File: src/rtl/rf_wb_sched.sv
// rtl/rf_wb_sched.sv - register-file write-back scheduler with B-destination scoreboard
//
// Purpose:
//   Shares the single register-file write port between a single-cycle ALU
//   producer (A) and a long-latency producer (B). A normally has priority.
//   B is forced to win after MAX_WAIT consecutive denied cycles. The chosen
//   write is registered onto the write port one cycle after the grant.
//   A pending-write scoreboard tracks issued B destinations. It gates new
//   B issues (WAW) and stalls decode on read hazards.
//
// Optional feature macro: WB_BYPASS_EN
//   Adds o_byp1_sel / o_byp2_sel / o_byp_data, which forward the in-flight
//   write to decode. When enabled, only the pending bits raise o_stall.
//
// Ports:
//   i_clk, i_rst_n                        clock, async active-low reset
//   i_a_valid/o_a_ready/i_a_rd/i_a_data   producer A result handshake
//   i_b_valid/o_b_ready/i_b_rd/i_b_data   producer B result handshake
//   i_iss_valid/i_iss_rd/o_iss_ready      decode issue of a B-type op
//   i_rs1, i_rs2, o_stall                 decode source hazard check
//   o_rf_we, o_rf_waddr, o_rf_wdata       register-file write port
//   o_sb_err                              sticky: B wrote a non-pending reg
//   o_byp1_sel, o_byp2_sel, o_byp_data    (WB_BYPASS_EN only) forwarding

module rf_wb_sched #(
  parameter int MAX_WAIT = 4,
  parameter int CNT_W    = 4
) (
  input  logic        i_clk,
  input  logic        i_rst_n,
  input  logic        i_a_valid,
  output logic        o_a_ready,
  input  logic [4:0]  i_a_rd,
  input  logic [31:0] i_a_data,
  input  logic        i_b_valid,
  output logic        o_b_ready,
  input  logic [4:0]  i_b_rd,
  input  logic [31:0] i_b_data,
  input  logic        i_iss_valid,
  input  logic [4:0]  i_iss_rd,
  output logic        o_iss_ready,
  input  logic [4:0]  i_rs1,
  input  logic [4:0]  i_rs2,
  output logic        o_stall,
  output logic        o_rf_we,
  output logic [4:0]  o_rf_waddr,
  output logic [31:0] o_rf_wdata,
  output logic        o_sb_err
`ifdef WB_BYPASS_EN
  ,
  output logic        o_byp1_sel,
  output logic        o_byp2_sel,
  output logic [31:0] o_byp_data
`endif
);

  localparam logic [0:0] PRIO_A = 1'b0;
  localparam logic [0:0] PRIO_B = 1'b1;

  localparam logic [CNT_W-1:0] MAX_WAIT_C = CNT_W'(MAX_WAIT);

  logic [0:0]       r_state;
  logic [CNT_W-1:0] r_wait_cnt;
  logic [31:0]      r_pending;
  logic             r_rf_we;
  logic [4:0]       r_rf_waddr;
  logic [31:0]      r_rf_wdata;
  logic             r_sb_err;

  logic [0:0]       w_state_nxt;
  logic [CNT_W-1:0] w_cnt_nxt;
  logic [CNT_W-1:0] w_cnt_inc;
  logic             w_grant_a;
  logic             w_grant_b;
  logic             w_iss_ready;
  logic             w_iss_fire;
  logic [31:0]      w_pending_nxt;
  logic             w_fwd1;
  logic             w_fwd2;
  logic             w_haz1;
  logic             w_haz2;

  assign w_cnt_inc = r_wait_cnt + 1'b1;

  // Arbitration and starvation tracking
  always_comb begin
    w_grant_a   = 1'b0;
    w_grant_b   = 1'b0;
    w_state_nxt = r_state;
    w_cnt_nxt   = r_wait_cnt;
    case (r_state)
      PRIO_A: begin
        w_grant_a = i_a_valid;
        w_grant_b = !i_a_valid && i_b_valid;
        if (!i_b_valid || w_grant_b) begin
          w_cnt_nxt = '0;
        end else if (w_cnt_inc == MAX_WAIT_C) begin
          // B has now been denied MAX_WAIT times in a row: it wins next cycle.
          w_cnt_nxt   = '0;
          w_state_nxt = PRIO_B;
        end else begin
          w_cnt_nxt = w_cnt_inc;
        end
      end
      PRIO_B: begin
        w_grant_b = i_b_valid;
        w_grant_a = !i_b_valid && i_a_valid;
        w_cnt_nxt = '0;
        // Every PRIO_B cycle either grants B or sees b_valid low.
        if (w_grant_b || !i_b_valid) begin
          w_state_nxt = PRIO_A;
        end
      end
      default: begin
        w_state_nxt = PRIO_A;
        w_cnt_nxt   = '0;
      end
    endcase
  end

  assign o_a_ready = w_grant_a;
  assign o_b_ready = w_grant_b;

  // Scoreboard: issue acceptance uses only the registered pending vector.
  assign w_iss_ready = !r_pending[i_iss_rd] || (i_iss_rd == 5'd0);
  assign w_iss_fire  = i_iss_valid && w_iss_ready && (i_iss_rd != 5'd0);
  assign o_iss_ready = w_iss_ready;

  always_comb begin
    w_pending_nxt = r_pending;
    if (w_grant_b) begin
      w_pending_nxt[i_b_rd] = 1'b0;
    end
    // Applied after the clear so a same-index set wins.
    if (w_iss_fire) begin
      w_pending_nxt[i_iss_rd] = 1'b1;
    end
    w_pending_nxt[0] = 1'b0;
  end

  always_ff @(posedge i_clk or negedge i_rst_n) begin
    if (!i_rst_n) begin
      r_state    <= PRIO_A;
      r_wait_cnt <= '0;
      r_pending  <= '0;
      r_rf_we    <= 1'b0;
      r_rf_waddr <= 5'd0;
      r_rf_wdata <= 32'd0;
      r_sb_err   <= 1'b0;
    end else begin
      r_state    <= w_state_nxt;
      r_wait_cnt <= w_cnt_nxt;
      r_pending  <= w_pending_nxt;
      if (w_grant_a) begin
        r_rf_we    <= (i_a_rd != 5'd0);
        r_rf_waddr <= i_a_rd;
        r_rf_wdata <= i_a_data;
      end else if (w_grant_b) begin
        r_rf_we    <= (i_b_rd != 5'd0);
        r_rf_waddr <= i_b_rd;
        r_rf_wdata <= i_b_data;
      end else begin
        r_rf_we <= 1'b0;
      end
      if (w_grant_b && (i_b_rd != 5'd0) && !r_pending[i_b_rd]) begin
        r_sb_err <= 1'b1;
      end
    end
  end

  assign o_rf_we    = r_rf_we;
  assign o_rf_waddr = r_rf_waddr;
  assign o_rf_wdata = r_rf_wdata;
  assign o_sb_err   = r_sb_err;

  // A write landing this cycle is not yet visible to the asynchronous read.
  assign w_fwd1 = r_rf_we && (r_rf_waddr == i_rs1) && (i_rs1 != 5'd0);
  assign w_fwd2 = r_rf_we && (r_rf_waddr == i_rs2) && (i_rs2 != 5'd0);

`ifdef WB_BYPASS_EN
  assign w_haz1     = (i_rs1 != 5'd0) && r_pending[i_rs1];
  assign w_haz2     = (i_rs2 != 5'd0) && r_pending[i_rs2];
  assign o_byp1_sel = w_fwd1;
  assign o_byp2_sel = w_fwd2;
  assign o_byp_data = r_rf_wdata;
`else
  assign w_haz1 = ((i_rs1 != 5'd0) && r_pending[i_rs1]) || w_fwd1;
  assign w_haz2 = ((i_rs2 != 5'd0) && r_pending[i_rs2]) || w_fwd2;
`endif

  assign o_stall = w_haz1 || w_haz2;

endmodule

File: config.mk
export PLATFORM = sky130hd
export DESIGN_NAME = rf_wb_sched
export DESIGN_NICKNAME = d
export VERILOG_FILES = /design/src/rtl/rf_wb_sched.sv
export SDC_FILE = /design/constraint.sdc
export NUM_CORES = 1
export LEC_CHECK = 0
export ABC_CLOCK_PERIOD_IN_PS = 2800
export CORE_ASPECT_RATIO = 0.7
export CORE_MARGIN = 3
export CORE_UTILIZATION = 35
export DETAILED_ROUTE_END_ITERATION = 6
export GPL_ROUTABILITY_DRIVEN = 0
export PLACE_DENSITY_LB_ADDON = 0.08
export SLEW_MARGIN = 20
export SYNTH_ARGS = -nofsm -noshare
export SYNTH_HDL_FRONTEND = slang
export SYNTH_SLANG_ARGS = --single-unit
File: constraint.sdc
create_clock -name i_clk -period 2.8 [get_ports i_clk]
set_input_delay 0.56 -clock i_clk [delete_from_list [all_inputs] [get_ports i_clk]]
set_output_delay 0.56 -clock i_clk [all_outputs]
set_load 0.02 [all_outputs]
# ---- After elaboration in Yosys (flattened, before gate mapping)
# Cells that the tools add are included.
dict set report op_classes {
  addsub 1
  mul 0
  n_div 0
  n_lt_le_gt_ge 6
  eq_ne 3
  shift 0
  muxes 28
  bitwise_logic 4
  n_reduce_logical 30
}
# cell n
set op_table {}
lappend op_table {{32-bit two-way mux} 4}
lappend op_table {{32-bit AND} 1}
lappend op_table {{32-bit inverter} 1}
lappend op_table {{32-bit OR} 1}
lappend op_table {{5-bit nonzero test} 5}
lappend op_table {{5-bit by 6-bit < comparator with 1-bit output, second input constant} 4}
lappend op_table {{1-bit binary-select mux with 5-bit select} 4}
lappend op_table {{1-bit logical AND} 14}
lappend op_table {{1-bit demux with 5-bit select} 2}
lappend op_table {{5-bit == test} 2}
lappend op_table {{5-bit by 1-bit >= comparator with 1-bit output, second input constant} 2}
lappend op_table {{1-bit two-way mux} 10}
lappend op_table {{5-bit two-way mux} 2}
lappend op_table {{4-bit two-way mux} 2}
lappend op_table {{4-bit case mux with 2 select lines} 1}
lappend op_table {{1-bit case mux with 2 select lines} 3}
lappend op_table {{5-bit zero test} 1}
lappend op_table {{1-bit logical OR} 5}
lappend op_table {{4-bit by 1-bit adder with 4-bit output, second input constant} 1}
lappend op_table {{4-bit by 3-bit == test with 1-bit output, second input constant} 1}
lappend op_table {{1-bit zero test} 4}
lappend op_table {{2-bit nonzero test} 1}
lappend op_table {{1-bit inverter} 1}
dict set report word_totals {
  ff_bits 75
  latch_bits 0
  mem_bits_rw 0
  mem_bits_ro 0
  in_bits 94
  out_inout_bits 43
  wordCells 79
  mem_count 0
}

# ---- Longest topological paths before layout
dict set report logic_depth {
  depth_word 9
  depth_mapped 8
  ltp_nobuf 6
}

# ---- Worst setup path before layout
# OpenSTA, ideal clock, no wires.
dict set report synth_timing {
  path_kind {input port to output port}
  from {input port i_rs1[1]}
  to {output port o_stall}
  arrival_time_ns 2.099
  t_required_ns 2.240
  path_slack_ns 0.141
  cell_stages 5
  n_path_buf 1
  path_cell_list {clkbuf_1 > mux4_2 > mux4_2 > nor2_1 > o22ai_1}
}
dict set report synth_between {
  elab_chain_len 5
  word_cells_on_any_way 9
  classes_between {eq/ne (1); mux (2); reduce/logical (6)}
}
# element line
set synth_rtl {}
lappend synth_rtl {{start: declaration} 42} ;# input logic [4:0] i_rs1,
lappend synth_rtl {{1-bit binary-select mux with 5-bit select or 5-bit == test (tied branches)} {187, 177}}
lappend synth_rtl {{1-bit two-way mux (implied by the code) or 1-bit logical AND (tied branches)} {187, 177}}
lappend synth_rtl {{1-bit logical AND, on equally long branches} {187, 177}}
lappend synth_rtl {{1-bit logical OR *} 187} ;# assign w_haz1 = ((i_rs1 != 5'd0) && r_pending[i_rs1]) || w_fwd1;
lappend synth_rtl {{1-bit logical OR *} 191} ;# assign o_stall = w_haz1 || w_haz2;
lappend synth_rtl {{end: declaration} 44} ;# output logic o_stall,
# Every way passes the cells marked *; elsewhere a longest branch is shown, timed or not. The select of a mux whose other input is x is not followed.

# ---- Worst setup path in the final report
dict set report layout_timing {
  from {register r_pending[30]}
  to {output port o_stall}
}
dict set report layout_between {
  elab_chain_len 5
  word_cells_on_any_way 9
  classes_between {mux (4); reduce/logical (5)}
}
# element line
set layout_rtl {}
lappend layout_rtl {{start: declaration} 64} ;# logic [31:0] r_pending;
lappend layout_rtl {{start signal: assignment} 153} ;# r_pending <= w_pending_nxt;
lappend layout_rtl {{1-bit binary-select mux with 5-bit select, on equally long branches} {187, 188}}
lappend layout_rtl {{1-bit two-way mux, on equally long branches} {187, 188}}
lappend layout_rtl {{1-bit logical AND, on equally long branches} {187, 188}}
lappend layout_rtl {{1-bit logical OR, on equally long branches} {187, 188}}
lappend layout_rtl {{1-bit logical OR *} 191}
# Marks and branches as above.

==> impl_results.rst <==
.. list-table::
   :header-rows: 1

   * - Metric
     - Value
   * - Buffer and inverter count on the worst path
     - 1
   * - Fraction of the mapped netlist area in simple logic gates
     - 0.172
   * - Number of vias per cell after detailed routing
     - 5.59
   * - Fraction of the mapped netlist area in adder cells
     - 0.00506
   * - Global-route wire length before repair
     - 27000 µm
   * - Async set-reset flop share out of synthesis
     - 1.00
   * - Setup repair after global routing missed its margin
     - false
   * - Top cell by count, worst path
     - sky130_fd_sc_hd__mux4_2
   * - Fraction of synthesized cell area in xor and xnor cells
     - 0.0195
   * - Detailed placement HPWL
     - 13100 µm
   * - Worst Path Class, Setup
     - reg -> out
   * - Most common cell after layout, fill and taps aside
     - sky130_fd_sc_hd__clkdlybuf4s50_1
   * - Max stage delay on crit path
     - 0.50 ns
   * - Post-synth net total
     - 586
   * - Number of synthesized flops with an enable pin
     - 0
   * - Skew-Pair Late Insertion Delay
     - 0.34 ns
   * - Hold violation total from the final report
     - 0
   * - Max VDD drop
     - 0.368 mV
   * - DIE HEIGHT
     - 105 µm
   * - Ports placed on the boundary
     - 137
   * - Worst endpoint data arrival time
     - 2.18 ns
   * - Number of sinks on the clock net
     - 75
   * - Worst relative slew slack
     - 0.497
   * - Max_cap viols
     - 0
   * - Total area of multi-input combinational cells
     - 2900 µm²
   * - Count of routing violations after the opening detailed-route iteration
     - 376
   * - Clock period minus worst slack
     - 2.74 ns
   * - Cell chain of the critical path
     - mux4_2 -> mux4_2 -> nor2_1 -> o22ai_1 -> buf_4
   * - Wirelength per Cell
     - 20.4 µm
   * - Total grt overflow
     - 0
   * - Clock-pin transition on the worst setup and hold timing paths
     - 0.06 ns
   * - Share of layout cells above drive strength 1
     - 0.271
   * - Synth-to-Final Area Change
     - 46.4%
   * - Data required time of the critical path
     - 2.24 ns
   * - Internal power consumption
     - 2.86 mW
   * - Diode count
     - 0
   * - Worst setup skew after layout
     - 0.00586 ns
   * - Critical Path Slowest Stage Cell
     - sky130_fd_sc_hd__mux4_2
   * - Main combinational cell family by area after synthesis
     - multiplexers
   * - Share of cell area taken by muxes after synthesis
     - 0.237
   * - Slew of the pin with the lowest slew margin
     - 0.751 ns
   * - Final net count
     - 767
   * - GR Util All Layers
     - 0.223
   * - Highest clock frequency the design can meet
     - 0.364 GHz
   * - Initial antenna violation count
     - 0
   * - Count of TritonRoute iterations in the first routing pass
     - 4
   * - Synthesized-area fraction occupied by ao, oa, aoi and oai cells
     - 0.148
   * - Vias in the first global route
     - 4801
   * - Switching power
     - 1.36 mW
   * - Floorplan die width
     - 148 µm
   * - Deepest clock path buffer count
     - 2
   * - DRC errors left
     - 0
   * - Antenna Violating Nets Remaining
     - 0
   * - Number of synthesized register bits
     - 75
   * - Startpoint Class
     - flip-flop
   * - Kind of capture point of the worst setup path
     - primary output
   * - Sequential cell area in the final layout
     - 1880 µm²
   * - Commonest non-fill, non-tap cells in the layout
     - sky130_fd_sc_hd__clkdlybuf4s50_1 (122), sky130_fd_sc_hd__nor2_1 (89), sky130_fd_sc_hd__dfrtp_1 (72)
   * - Combinational fraction of design power
     - 0.350
   * - Sequential share of power
     - 0.367
   * - Clock buffer count from CTS
     - 9
   * - Number of warnings reported in the yosys synthesis log
     - 0
   * - Synth Instances
     - 490
   * - Number of setup violations in the final report
     - 0
   * - Number of rows in the core area
     - 35
   * - Root buffer cell
     - sky130_fd_sc_hd__clkbuf_16
   * - Filler cells
     - 1239
   * - Fraction of the yosys area taken by sequential cells
     - 0.379
   * - Pin count of the biggest net entering global routing
     - 76
   * - Area inside the core boundary
     - 13500 µm²
   * - Starting utilization of the core area
     - 0.367
   * - Clock network fraction of design power
     - 0.283
   * - CTS tree
     - done
   * - Cell area reported after detailed placement
     - 6840 µm²
   * - Full die area
     - 15600 µm²
   * - Cell class contributing the biggest share of worst-path delay
     - multiplexers
   * - Leak pwr
     - 2.96 nW
   * - Switching Fraction
     - 0.323
   * - Synthesized area
     - 4950 µm²
   * - Run status
     - finished clean
   * - Final period utilization
     - 0.980
   * - Power Dens Cells
     - 582 nW/µm²
   * - Port-buffer cells
     - 136
   * - Synth Flop Type
     - sky130_fd_sc_hd__dfrtp_1
   * - Routed WL
     - 17500 µm
   * - Type of the most critical hold path
     - in -> async
   * - Area of all placed cells without fillers
     - 7250 µm²
   * - Critical Path Fanout Max
     - 5
   * - Number of vias after detailed routing
     - 4816
   * - Number of distinct library cells after synthesis
     - 53
   * - Max-slew violation count
     - 0
   * - CTS H-tree lvls
     - 3
   * - Mean area per synthesized cell
     - 10.1 µm²
   * - Final cell utilization of the core
     - 0.537
## cells by family after synthesis
kind of cell | Yosys count
adder cells (fa/ha/maj) | 2
XOR/XNOR | 11
AO/OA/AOI/OAI | 102
flip-flops | 75
multiplexers | 75
AND/OR/NAND/NOR | 182
buffers and inverters | 43
## synthesized netlist by cell type, types with 2 or more instances
cell type | n | area [µm²]
sky130_fd_sc_hd__a21boi_0 | 2 | 15.0
sky130_fd_sc_hd__a21oi_1 | 3 | 15.0
sky130_fd_sc_hd__a221oi_1 | 2 | 17.5
sky130_fd_sc_hd__a22o_1 | 9 | 78.8
sky130_fd_sc_hd__a32o_1 | 12 | 120
sky130_fd_sc_hd__and3_1 | 4 | 25.0
sky130_fd_sc_hd__and3b_1 | 3 | 26.3
sky130_fd_sc_hd__buf_1 | 6 | 22.5
sky130_fd_sc_hd__buf_2 | 9 | 45.0
sky130_fd_sc_hd__buf_6 | 3 | 33.8
sky130_fd_sc_hd__clkbuf_1 | 21 | 78.8
sky130_fd_sc_hd__dfrtp_1 | 75 | 1880
sky130_fd_sc_hd__ha_1 | 2 | 25.0
sky130_fd_sc_hd__inv_1 | 3 | 11.3
sky130_fd_sc_hd__mux2_2 | 39 | 439
sky130_fd_sc_hd__mux2i_1 | 6 | 60.1
sky130_fd_sc_hd__mux4_2 | 30 | 676
sky130_fd_sc_hd__nand2_1 | 44 | 165
sky130_fd_sc_hd__nand2b_1 | 6 | 37.5
sky130_fd_sc_hd__nand3_1 | 4 | 20.0
sky130_fd_sc_hd__nand3b_1 | 4 | 30.0
sky130_fd_sc_hd__nand4_1 | 3 | 18.8
sky130_fd_sc_hd__nor2_1 | 89 | 334
sky130_fd_sc_hd__nor2b_1 | 2 | 12.5
sky130_fd_sc_hd__nor3_1 | 4 | 20.0
sky130_fd_sc_hd__nor3b_1 | 6 | 45.0
sky130_fd_sc_hd__o21ai_0 | 16 | 80.1
sky130_fd_sc_hd__o22ai_1 | 38 | 238
sky130_fd_sc_hd__o2bb2ai_1 | 2 | 17.5
sky130_fd_sc_hd__o31ai_1 | 9 | 67.6
sky130_fd_sc_hd__or2_2 | 3 | 18.8
sky130_fd_sc_hd__xnor2_1 | 10 | 87.6
## sequential cells by signal, summed over array words and instances (netlist names)
name / cells
r_state: 1
o_rf_we: 1
o_sb_err: 1
r_wait_cnt: 4
r_pending: 31
o_rf_waddr: 5
o_rf_wdata: 32
## repair_timing
| action | CTS | global route |
|---|---|---|
| hold buffers | 0 | 0 |
| buffers inserted | 7 | 0 |
| pin swaps | 6 | 4 |
| resized for setup | 29 | 11 |
| endpoints found under the hold margin | 0 | 0 |
| setup endpoints to repair | 2 | 1 |
## routing by layer
metal  GRT usage  wire length (µm)  vias up
li1            -                 -     2200
met1       0.327              8250     2389
met2       0.316              7430      211
met3      0.0752              1680       16
met4      0.0560               167        0
met5           0                 0        -
## metrics by stage
step	std cells	total power [mW]	worst slack [ns]	setup TNS [ns]	hold WS [ns]
final	861	4.22	0.0551	0	0.187
after global routing	861	4.41	0.00426	0	0.216
after CTS	860	4.21	0.000599	0	0.436
after detailed placement	837	2.98	-0.771	-1.39	0.524
after global placement	837	2.95	-0.740	-1.34	0.506
after floorplan	490	2.25	0.141	0	0.264
## power by group through the flow
stage               combinational [mW]  clock [mW]  sequential (mW)
finish                            1.48        1.19             1.55
global route                      1.57        1.28             1.56
CTS                               1.46        1.23             1.52
detailed placement                1.44           0             1.54
global placement                  1.41           0             1.54
floorplan                        0.739           0             1.51
## final cells by class
cell class                      count  area share
Sequential cell                    75       0.259
Timing Repair Buffer              209       0.264
Multi-Input combinational cell    372       0.400
Inverter                            4     0.00207
Clock inverter                      4     0.00673
Clock buffer                       12      0.0354
Tap cell                          185      0.0319
## worst paths after layout
check	from	to	slack [ns]	depth (start not counted)
hold / removal	i_rst_n	r_pending[10]	0.19	1
setup / recovery	r_pending[30]	o_stall	0.06	5
min in group i_clk	r_wait_cnt[0]	r_wait_cnt[0]	0.54	1
hold reg to reg	r_wait_cnt[0]	r_wait_cnt[0]	0.54	1
setup reg to reg	r_pending[30]	r_pending[3]	0.29	11
max in group asynchronous	i_rst_n	r_pending[25]	2.00	2
(Power assumes the default switching activity.)
